--- config.mk ---
export PLATFORM = sky130hd
export DESIGN_NAME = phtrk_sym_sched_flat
export DESIGN_NICKNAME = d
export VERILOG_FILES = /design/src/rtl/phtrk_sym_sched_if.sv /design/src/rtl/phtrk_sym_sched.sv /design/src/flat_wrapper.sv
export SDC_FILE = /design/constraint.sdc
export NUM_CORES = 1
export LEC_CHECK = 0
export ABC_CLOCK_PERIOD_IN_PS = 2630
export CORE_AREA = 5 5 349 351
export CTS_CLUSTER_SIZE = 14
export DETAILED_ROUTE_END_ITERATION = 6
export DIE_AREA = 0 0 354 356
export GPL_TIMING_DRIVEN = 1
export PLACE_DENSITY_LB_ADDON = 0.08
export SLEW_MARGIN = 25
export SYNTH_ARGS = -nofsm -noshare
export SYNTH_HDL_FRONTEND = slang
export SYNTH_SLANG_ARGS = --single-unit
--- constraint.sdc ---
create_clock -name clk -period 2.63 [get_ports clk]
set_clock_uncertainty 0.2 [all_clocks]
set_input_delay 0.526 -clock clk [delete_from_list [all_inputs] [get_ports clk]]
set_output_delay 0.526 -clock clk [all_outputs]
set_load 0.02 [all_outputs]
--- src/rtl/phtrk_sym_sched_if.sv ---
// ---------------------------------------------------------------------------
// phtrk_sym_sched_if
// Wishbone-style single-lane sample bus used on both sides of the PhaseTrack
// symbol scheduler.
//   dat  32  sample {Im[31:16], Re[15:0]}
//   cyc   1  bus cycle open
//   stb   1  sample valid
//   we    1  write qualifier
//   ack   1  accept from the slave
// master drives dat/cyc/stb/we and receives ack; slave is the mirror.
// ---------------------------------------------------------------------------
interface phtrk_sym_sched_if;
    logic [31:0] dat;
    logic        cyc;
    logic        stb;
    logic        we;
    logic        ack;

    modport master (output dat, output cyc, output stb, output we, input ack);
    modport slave  (input dat, input cyc, input stb, input we, output ack);
endinterface

--- src/rtl/phtrk_sym_sched.sv ---
// ---------------------------------------------------------------------------
// phtrk_sym_sched
// Symbol scheduler in front of PhaseTrack. Frames the upstream sample stream
// into n_sym symbols of NSC samples, pulses vec_ld_o with the latched
// allocation vector before each symbol, idles the downstream bus for GAP
// cycles between symbols and pulses frm_done_o at frame end.
//
// Ports
//   clk, rst        clock, synchronous active-high reset
//   frm_start_i     one-cycle frame start request
//   n_sym_i         symbols in frame (sampled on accepted start)
//   alloc_in_i      allocation vector (sampled on accepted start)
//   up  (slave)     upstream sample bus, ack driven here
//   dn  (master)    downstream bus to PhaseTrack, we mirrors stb
//   alloc_vec_o     registered allocation vector
//   vec_ld_o        vector load strobe, one cycle per symbol
//   busy_o          high from accepted start until DONE exits
//   sym_idx_o       current symbol, 0-based
//   frm_done_o      one-cycle frame end pulse
//   err_ovr_o       sticky: start requested while not IDLE
//   err_tmo_o       sticky stall-watchdog error (PT_TIMEOUT_EN only)
//
// Build option: define PT_TIMEOUT_EN to add the stream stall watchdog
// (limit TMO cycles) and the err_tmo_o port.
//
// state    | meaning
// S_IDLE   | waiting for frm_start_i
// S_LOAD   | one cycle, vec_ld_o high, alloc_vec_o valid
// S_STREAM | forwarding NSC samples through the output register
// S_GAP    | downstream cycle closed for GAP cycles
// S_DONE   | one cycle, frm_done_o high
// ---------------------------------------------------------------------------
module phtrk_sym_sched #(
    parameter int NSC   = 200,
    parameter int VEC_W = 400,
    parameter int GAP   = 2,
    parameter int TMO   = 1024
) (
    input  logic                 clk,
    input  logic                 rst,
    input  logic                 frm_start_i,
    input  logic [7:0]           n_sym_i,
    input  logic [VEC_W-1:0]     alloc_in_i,
    phtrk_sym_sched_if.slave     up,
    phtrk_sym_sched_if.master    dn,
    output logic [VEC_W-1:0]     alloc_vec_o,
    output logic                 vec_ld_o,
    output logic                 busy_o,
    output logic [7:0]           sym_idx_o,
    output logic                 frm_done_o,
    output logic                 err_ovr_o
`ifdef PT_TIMEOUT_EN
    ,
    output logic                 err_tmo_o
`endif
);

    localparam int CNT_W = $clog2(NSC + 1);
    localparam int GAP_W = $clog2(GAP + 1);

    if (GAP < 1 || TMO < 1 || NSC < 1) begin : g_bad_param
        $error("phtrk_sym_sched: NSC, GAP and TMO must be >= 1");
    end

    typedef enum logic [2:0] {
        S_IDLE,
        S_LOAD,
        S_STREAM,
        S_GAP,
        S_DONE
    } state_t;

    state_t             state_q, state_d;
    logic [7:0]         n_sym_q, n_sym_d;
    logic [VEC_W-1:0]   alloc_q, alloc_d;
    logic [7:0]         sym_idx_q, sym_idx_d;
    logic [CNT_W-1:0]   in_cnt_q, in_cnt_d;
    logic [CNT_W-1:0]   out_cnt_q, out_cnt_d;
    logic [GAP_W-1:0]   gap_q, gap_d;
    logic [31:0]        dat_q, dat_d;
    logic               stb_q, stb_d;
    logic               err_ovr_q, err_ovr_d;
    logic               ack_up;
    logic               up_xfer;
    logic               dn_xfer;

`ifdef PT_TIMEOUT_EN
    localparam int TMO_W = $clog2(TMO + 1);
    logic [TMO_W-1:0]   tmo_q, tmo_d;
    logic               err_tmo_q, err_tmo_d;
`endif

    // Single-entry output register: accept upstream whenever the register is
    // empty or draining this cycle, so full-rate flow has no bubble.
    assign ack_up  = (state_q == S_STREAM) && (in_cnt_q < CNT_W'(NSC)) && (!stb_q || dn.ack);
    assign up_xfer = up.cyc && up.stb && up.we && ack_up;
    assign dn_xfer = stb_q && dn.ack;

    always_comb begin
        state_d   = state_q;
        n_sym_d   = n_sym_q;
        alloc_d   = alloc_q;
        sym_idx_d = sym_idx_q;
        in_cnt_d  = in_cnt_q;
        out_cnt_d = out_cnt_q;
        gap_d     = gap_q;
        dat_d     = dat_q;
        stb_d     = stb_q;
        err_ovr_d = err_ovr_q | (frm_start_i && (state_q != S_IDLE));
`ifdef PT_TIMEOUT_EN
        tmo_d     = tmo_q;
        err_tmo_d = err_tmo_q;
`endif

        unique case (state_q)
            S_IDLE: begin
                if (frm_start_i) begin
                    n_sym_d   = n_sym_i;
                    alloc_d   = alloc_in_i;
                    sym_idx_d = 8'd0;
                    in_cnt_d  = '0;
                    out_cnt_d = '0;
                    state_d   = (n_sym_i == 8'd0) ? S_DONE : S_LOAD;
                end
            end
            S_LOAD: begin
`ifdef PT_TIMEOUT_EN
                tmo_d   = TMO_W'(TMO - 1);
`endif
                state_d = S_STREAM;
            end
            S_STREAM: begin
                if (up_xfer) begin
                    dat_d    = up.dat;
                    stb_d    = 1'b1;
                    in_cnt_d = in_cnt_q + CNT_W'(1);
                end else if (dn_xfer) begin
                    stb_d = 1'b0;
                end
                if (dn_xfer) begin
                    out_cnt_d = out_cnt_q + CNT_W'(1);
                    if (out_cnt_q == CNT_W'(NSC - 1)) begin
                        in_cnt_d  = '0;
                        out_cnt_d = '0;
                        gap_d     = GAP_W'(GAP - 1);
                        state_d   = (sym_idx_q == n_sym_q - 8'd1) ? S_DONE : S_GAP;
                    end
                end
`ifdef PT_TIMEOUT_EN
                // Down-counter reloads on any movement; terminal count after
                // TMO consecutive idle cycles aborts the frame.
                if (up_xfer || dn_xfer) begin
                    tmo_d = TMO_W'(TMO - 1);
                end else if (tmo_q == '0) begin
                    err_tmo_d = 1'b1;
                    stb_d     = 1'b0;
                    in_cnt_d  = '0;
                    out_cnt_d = '0;
                    state_d   = S_DONE;
                end else begin
                    tmo_d = tmo_q - TMO_W'(1);
                end
`endif
            end
            S_GAP: begin
                if (gap_q == '0) begin
                    sym_idx_d = sym_idx_q + 8'd1;
                    state_d   = S_LOAD;
                end else begin
                    gap_d = gap_q - GAP_W'(1);
                end
            end
            S_DONE: begin
                state_d = S_IDLE;
            end
            default: begin
                state_d = S_IDLE;
            end
        endcase
    end

    always_ff @(posedge clk) begin
        if (rst) begin
            state_q   <= S_IDLE;
            n_sym_q   <= 8'd0;
            alloc_q   <= '0;
            sym_idx_q <= 8'd0;
            in_cnt_q  <= '0;
            out_cnt_q <= '0;
            gap_q     <= '0;
            dat_q     <= 32'd0;
            stb_q     <= 1'b0;
            err_ovr_q <= 1'b0;
`ifdef PT_TIMEOUT_EN
            tmo_q     <= '0;
            err_tmo_q <= 1'b0;
`endif
        end else begin
            state_q   <= state_d;
            n_sym_q   <= n_sym_d;
            alloc_q   <= alloc_d;
            sym_idx_q <= sym_idx_d;
            in_cnt_q  <= in_cnt_d;
            out_cnt_q <= out_cnt_d;
            gap_q     <= gap_d;
            dat_q     <= dat_d;
            stb_q     <= stb_d;
            err_ovr_q <= err_ovr_d;
`ifdef PT_TIMEOUT_EN
            tmo_q     <= tmo_d;
            err_tmo_q <= err_tmo_d;
`endif
        end
    end

    // The downstream cycle opens with the vector load so that the bus is
    // closed for exactly GAP cycles between consecutive symbols.
    assign dn.cyc      = (state_q == S_LOAD) || (state_q == S_STREAM);
    assign dn.stb      = stb_q;
    assign dn.we       = stb_q;
    assign dn.dat      = dat_q;
    assign up.ack      = ack_up;
    assign alloc_vec_o = alloc_q;
    assign vec_ld_o    = (state_q == S_LOAD);
    assign busy_o      = (state_q != S_IDLE);
    assign sym_idx_o   = sym_idx_q;
    assign frm_done_o  = (state_q == S_DONE);
    assign err_ovr_o   = err_ovr_q;
`ifdef PT_TIMEOUT_EN
    assign err_tmo_o   = err_tmo_q;
`endif

endmodule
--- src/flat_wrapper.sv ---
// flat-port wrapper written by rule: the top's interface ports become plain ports
module phtrk_sym_sched_flat 
#(
    parameter int NSC   = 200,
    parameter int VEC_W = 400,
    parameter int GAP   = 2,
    parameter int TMO   = 1024
)
  (clk, rst, frm_start_i, n_sym_i, alloc_in_i, alloc_vec_o, vec_ld_o, busy_o, sym_idx_o, frm_done_o, err_ovr_o, up_dat, up_cyc, up_stb, up_we, up_ack, dn_dat, dn_cyc, dn_stb, dn_we, dn_ack);
  phtrk_sym_sched_if up_i ();
  phtrk_sym_sched_if dn_i ();
  input  logic clk;
  input  logic rst;
  input  logic frm_start_i;
  input  logic [7:0] n_sym_i;
  input  logic [VEC_W-1:0] alloc_in_i;
  output logic [VEC_W-1:0] alloc_vec_o;
  output logic vec_ld_o;
  output logic busy_o;
  output logic [7:0] sym_idx_o;
  output logic frm_done_o;
  output logic err_ovr_o;
  input wire logic [$bits(up_i.dat)-1:0] up_dat;
  input wire logic [$bits(up_i.cyc)-1:0] up_cyc;
  input wire logic [$bits(up_i.stb)-1:0] up_stb;
  input wire logic [$bits(up_i.we)-1:0] up_we;
  output wire logic [$bits(up_i.ack)-1:0] up_ack;
  output wire logic [$bits(dn_i.dat)-1:0] dn_dat;
  output wire logic [$bits(dn_i.cyc)-1:0] dn_cyc;
  output wire logic [$bits(dn_i.stb)-1:0] dn_stb;
  output wire logic [$bits(dn_i.we)-1:0] dn_we;
  input wire logic [$bits(dn_i.ack)-1:0] dn_ack;
  assign up_i.dat = up_dat;
  assign up_i.cyc = up_cyc;
  assign up_i.stb = up_stb;
  assign up_i.we = up_we;
  assign up_ack = up_i.ack;
  assign dn_dat = dn_i.dat;
  assign dn_cyc = dn_i.cyc;
  assign dn_stb = dn_i.stb;
  assign dn_we = dn_i.we;
  assign dn_i.ack = dn_ack;
  phtrk_sym_sched #(.NSC(NSC), .VEC_W(VEC_W), .GAP(GAP), .TMO(TMO)) u_core (.clk(clk), .rst(rst), .frm_start_i(frm_start_i), .n_sym_i(n_sym_i), .alloc_in_i(alloc_in_i), .up(up_i), .dn(dn_i), .alloc_vec_o(alloc_vec_o), .vec_ld_o(vec_ld_o), .busy_o(busy_o), .sym_idx_o(sym_idx_o), .frm_done_o(frm_done_o), .err_ovr_o(err_ovr_o));
endmodule
# ---- Word-level counts from Yosys, hierarchy flattened
# Index checks and enable logic that the tools add are counted.
dict set report word_totals {
  ff_bits 471
  out_inout_bits 448
  elab_cells 77
}
dict set report op_classes {
  addsub 5
  magnitude_cmp 1
  n_eq_ne 11
  muxes 23
  n_bitwise 1
  n_reduce_logical 26
}
# op count
set ops {}
lappend ops {{two-way mux 8 bit} 7}
lappend ops {{case mux 8 bit (2 select lines)} 3}
lappend ops {{adder 8 x 1 -> 8 bit, second input constant} 3}
lappend ops {{two-way mux 3 bit} 6}
lappend ops {{case mux 3 bit (4 select lines)} 1}
lappend ops {{equality test 8 bit} 1}
lappend ops {{equality test 8 bit, second input constant} 1}
lappend ops {{logical NOT 8 bit} 1}
lappend ops {{< comparator 8 bit, second input constant} 1}
lappend ops {{AND reduction 2 bit} 4}
lappend ops {{AND reduction 4 bit} 2}
lappend ops {{nonzero test 2 bit} 4}
lappend ops {{subtractor 8 x 1 -> 8 bit, second input constant} 1}
lappend ops {{logical AND 1 bit} 7}
lappend ops {{equality test 3 x 2 -> 1 bit, second input constant} 2}
lappend ops {{two-way mux 2 bit} 3}
lappend ops {{inequality test 2 bit, second input constant} 3}
lappend ops {{AND reduction 3 bit} 2}
lappend ops {{inequality test 2 x 1 -> 1 bit, second input constant} 2}
lappend ops {{case mux 2 bit (2 select lines)} 1}
lappend ops {{equality test 3 x 1 -> 1 bit, second input constant} 1}
lappend ops {{equality test 3 bit, second input constant} 1}
lappend ops {{logical NOT 3 bit} 1}
lappend ops {{nonzero test 3 bit} 1}
lappend ops {{other kinds (6)} 8}

# ---- Longest topological paths before layout
dict set report depth {
  word_depth 8
  mapped_depth 8
}

# ---- Least setup slack after synthesis
# No wires, ideal clock.
dict set report synth_path {
  kind {reg-to-output}
  from {register u_core.state_q[0]}
  to {output port dn_cyc}
  arrival_time_ps 1428
  path_slack_ps 476
  stages_incl_launch_ff 4
  path_buffers 1
  cell_sequence {dfxtp_1 buf_2 nor3b_1 nand2b_1}
}
dict set report synth_between {
  elab_chain_cells 2
  elab_cells_between_ends 3
}
# element line_no
set synth_lines {}
lappend synth_lines {{from (decl)} phtrk_sym_sched.sv:73} ;# state_t state_q, state_d;
lappend synth_lines {{from (signal assigned)} phtrk_sym_sched.sv:199} ;# state_q <= state_d;
lappend synth_lines {{equality test 3 x 1 -> 1 bit} -}
lappend synth_lines {{named net vec_ld_o} flat_wrapper.sv:18} ;# output logic vec_ld_o;
lappend synth_lines {{logical OR 1 bit} phtrk_sym_sched.sv:218} ;# assign dn.cyc = (state_q == S_LOAD) || (state_q == S_STREAM);
lappend synth_lines {{to (decl)} flat_wrapper.sv:29} ;# output wire logic [$bits(dn_i.cyc)-1:0] dn_cyc;
# The timed path passes the listed nets, and every way through them passes these cells.

# ---- Final worst setup path
dict set report layout_path {
  from {register u_core.state_q[2]}
  to {output port busy_o}
}
dict set report layout_between {
  elab_chain_cells 1
}
# element line_no
set layout_lines {}
lappend layout_lines {{nonzero test 3 bit} phtrk_sym_sched.sv:225} ;# assign busy_o = (state_q != S_IDLE);
lappend layout_lines {{to (decl)} flat_wrapper.sv:19} ;# output logic busy_o;
# No other way between the ends.

==> impl_metrics.csv <==
group,metric,value,unit
status,status,"finished, final reports clean",
layout,stdcell_count,4617,
floorplan,dieHeight,356,um
layout,nets,3458,
critical_path,endpoint,"busy_o",
clocking,cts_buffers,66,
sta,worst_slack,0.08690,ns
critical_path,r2r_setup_slack,0.43,ns
sta,period_minus_slack,2.543,ns
floorplan,dieArea,0.1260,mm2
critical_path,r2r_cells,6,
synth,synth_cell_type_count,51,
critical_path,crit_arrival,1.82,ns
floorplan,die-width,354,um
sta,worst_slew_pin_slew,0.5530,ns
synth,yosysSeqAreaShare,56.15,%
critical_path,rr_startpoint,"u_core.in_cnt_q[5]",
placed_design,dp_cells,4486,
sta,tns,0,ns
clocking,tritoncts,"yes",
clocking,h-tree-depth,3,
floorplan,rows,127,
drt,routed_wl,87060,um
critical_path,timing.rr.end,"u_core.in_cnt_q[5]",
synth,yosysWarningCount,0,
clocking,path_clk_slew,0.05,ns
global_routing,grt_max_degree,94,
placed_design,post-place-ws,0.007500,ns
sta,setup_violations,0,
global_routing,grt_pass1_vias,18170,
critical_path,crit_fanout,10,
job,cap_viol_max_count,0,
synth,syn_area,0.01679,mm2
pwr,ir_drop,0.0003817,V
drt,avgViaCountPerCell,3.842,
worst_hold_path,min_from,"rst",
placed_design,globalplace.congestion,0.7852,
clocking,post_cts_buffers,0,
global_routing,grt_use_total,13.04,%
clocking,postCtsHoldBufs,0,
layout,layout_commonest_cell,"nand2_1",
worst_hold_path,min_path_type,"in2reg",
drt,routed-via-count,17740,
layout,synthToLayoutAreaGrowth,77.95,%
synth,avgSynthCellArea,7.862,um2
pwr,fin_total_pwr,26.23,mW
critical_path,endpoint_kind,"output port",
drt,ant_nets,0,
clocking,cts-root-buf,"clkbuf_16",
layout,final_cell_mix,"nand2_1 (895), clkdlybuf4s50_1 (885), dfxtp_1 (469), a21oi_1 (455), clkbuf_16 (67)",
synth,ys_async_sr_fraction,0,%
synth,synth_fp_nets,2588,
critical_path,critical_path_class,"reg2out",
placed_design,dp_hpwl,66080,um
floorplan,num_io_pins,895,
sta,whs,0.1133,ns
clocking,cts.sinks,471,
critical_path,crit_start,"u_core.state_q[2]",
placed_design,port_buffers,894,
clocking,clk_latency,0.59,ns
drt,drc_errors,0,
layout,fill_cells,12900,
sta,slew_violations,0,
global_routing,antenna_found_initial,28,
synth,synth_ff_type,"dfxtp_1",
sta,period_share,96.70,%
global_routing,grt_pass1_wl,123800,um
synth,ys_seq_elements,471,
synth,postSynthCellCount,2136,
pwr,leakage,10.57,nW
floorplan,start_util,14.15,%
sta,slew_headroom,63.14,%
sta,fmax,393.2,MHz
floorplan,core-area,0.1187,mm2
pwr,power_density,877.7,mW/mm2
worst_hold_path,whs_path_depth,2,
layout,drive_gt1_share,5.568,%
drt,wl_per_cell,18.86,um
critical_path,worstSetupStartpointType,"flop",
sta,rsz0062_at_grt,"no",
clocking,clock_path_buffers,3,
global_routing,grt_overflow,0,
critical_path,cp.required,1.90,ns
drt,drtIter0Drc,756,
sta,hold_viol,0,
drt,firstDrtPassIters,5,
synth,synth_edf_count,0,
-- sequential cells by signal (all words and copies together) (netlist names) --
signal	flops
u_core.alloc_vec_o	400
u_core.dn.dat	32
u_core.dn.stb	1
u_core.err_ovr_o	1
u_core.gap_q	2
u_core.in_cnt_q	8
u_core.n_sym_q	8
u_core.out_cnt_q	8
u_core.state_q	3
u_core.sym_idx_o	8
-- critical path, stage by stage (launching register included) --
cell and delay [ns]:
dfxtp_2 0.38, or3_1 0.46, dlygate4sd2_1 0.38
-- power breakdown --
group	internal (mW)	switching [mW]	leakage (nW)	total, mW
sequential	8.30	0.633	3.85	8.94
clock	5.04	3.49	0.989	8.53
combinational	3.78	4.98	5.73	8.76
-- layer usage --
metal  vias up  global-route usage [%]  part of all wire, %
met4        24                   6.089                  4.3
met2       621                   23.08                   50
li1       8705                       -                    -
met5         -                       0                 0.18
met1      8217                   13.09                   36
met3       170                   5.968                  9.7
-- synth_stat cells (3+ instances only) --
| library cell | n | area share [%] |
|---|---|---|
| a211oi_1 | 3 | 0.13 |
| a21oi_1 | 455 | 14 |
| xnor2_1 | 10 | 0.52 |
| inv_1 | 7 | 0.16 |
| nand2_1 | 895 | 20 |
| or4_1 | 5 | 0.22 |
| nor3_1 | 7 | 0.21 |
| ha_1 | 5 | 0.37 |
| nor2b_1 | 3 | 0.11 |
| buf_2 | 43 | 1.3 |
| o21ai_0 | 6 | 0.18 |
| clkbuf_1 | 110 | 2.5 |
| or3_1 | 7 | 0.26 |
| nor2_1 | 27 | 0.60 |
| nor3b_1 | 4 | 0.18 |
| dfxtp_1 | 471 | 56 |
| nand3_1 | 8 | 0.24 |
| a31oi_1 | 5 | 0.19 |
| nand2b_1 | 5 | 0.19 |
| nand4_1 | 5 | 0.19 |
| and3_1 | 7 | 0.26 |
| xor2_1 | 10 | 0.52 |
-- what timing repair did --
item / 4_1_cts / 5_1_grt
resized for setup: 19 / 5
endpoints found under the setup margin: 7 / 4
pin swaps: 1 / 0
-- metrics by stage --
stage                     util, %  instance area, um2
after global routing        25.17               29870
after CTS                   25.12               29820
after floorplan                 -               16790
after global placement      23.41               27790
after detailed placement    23.41               27790
final                       25.17               29880
-- cells by family (layout without fill, tap and decap cells) --
logic type | Yosys count | after routing | share of synthesized area, %
mux | 2 | 2 | 0.1192
fa+ha+maj | 5 | 5 | 0.3726
compound gates | 488 | 488 | 15.04
buf+inv | 163 | 1080 | 4.053
flops | 471 | 471 | 56.15
xor+xnor | 20 | 20 | 1.043
other cells | 0 | 16 | 0
simple gates | 987 | 987 | 23.22
-- layout make-up --
type	count	area, um2	share of cell area (%)
diodes	16	40.04	0.1340
multi-input cells	1502	6723	22.50
flip-flops and latches	471	9432	31.56
repair buffers	958	9689	32.42
clock buffers	99	1877	6.281
well taps	1548	1937	6.482
inverters	7	26.28	0.08793
clock inverters	16	158.9	0.5318
-- how the worst min path moves through the flow --
stage / slack, ns / endpoint
after CTS: 0.05 / u_core.alloc_vec_o[48]
final: 0.11 / u_core.alloc_vec_o[71]
after detailed placement: 0.25 / u_core.alloc_vec_o[199]
after global placement: 0.24 / u_core.alloc_vec_o[132]
after floorplan: 0.23 / u_core.in_cnt_q[7]
after global routing: 0.08 / u_core.alloc_vec_o[135]
No activity file was read; power rests on OpenSTA's default activity.
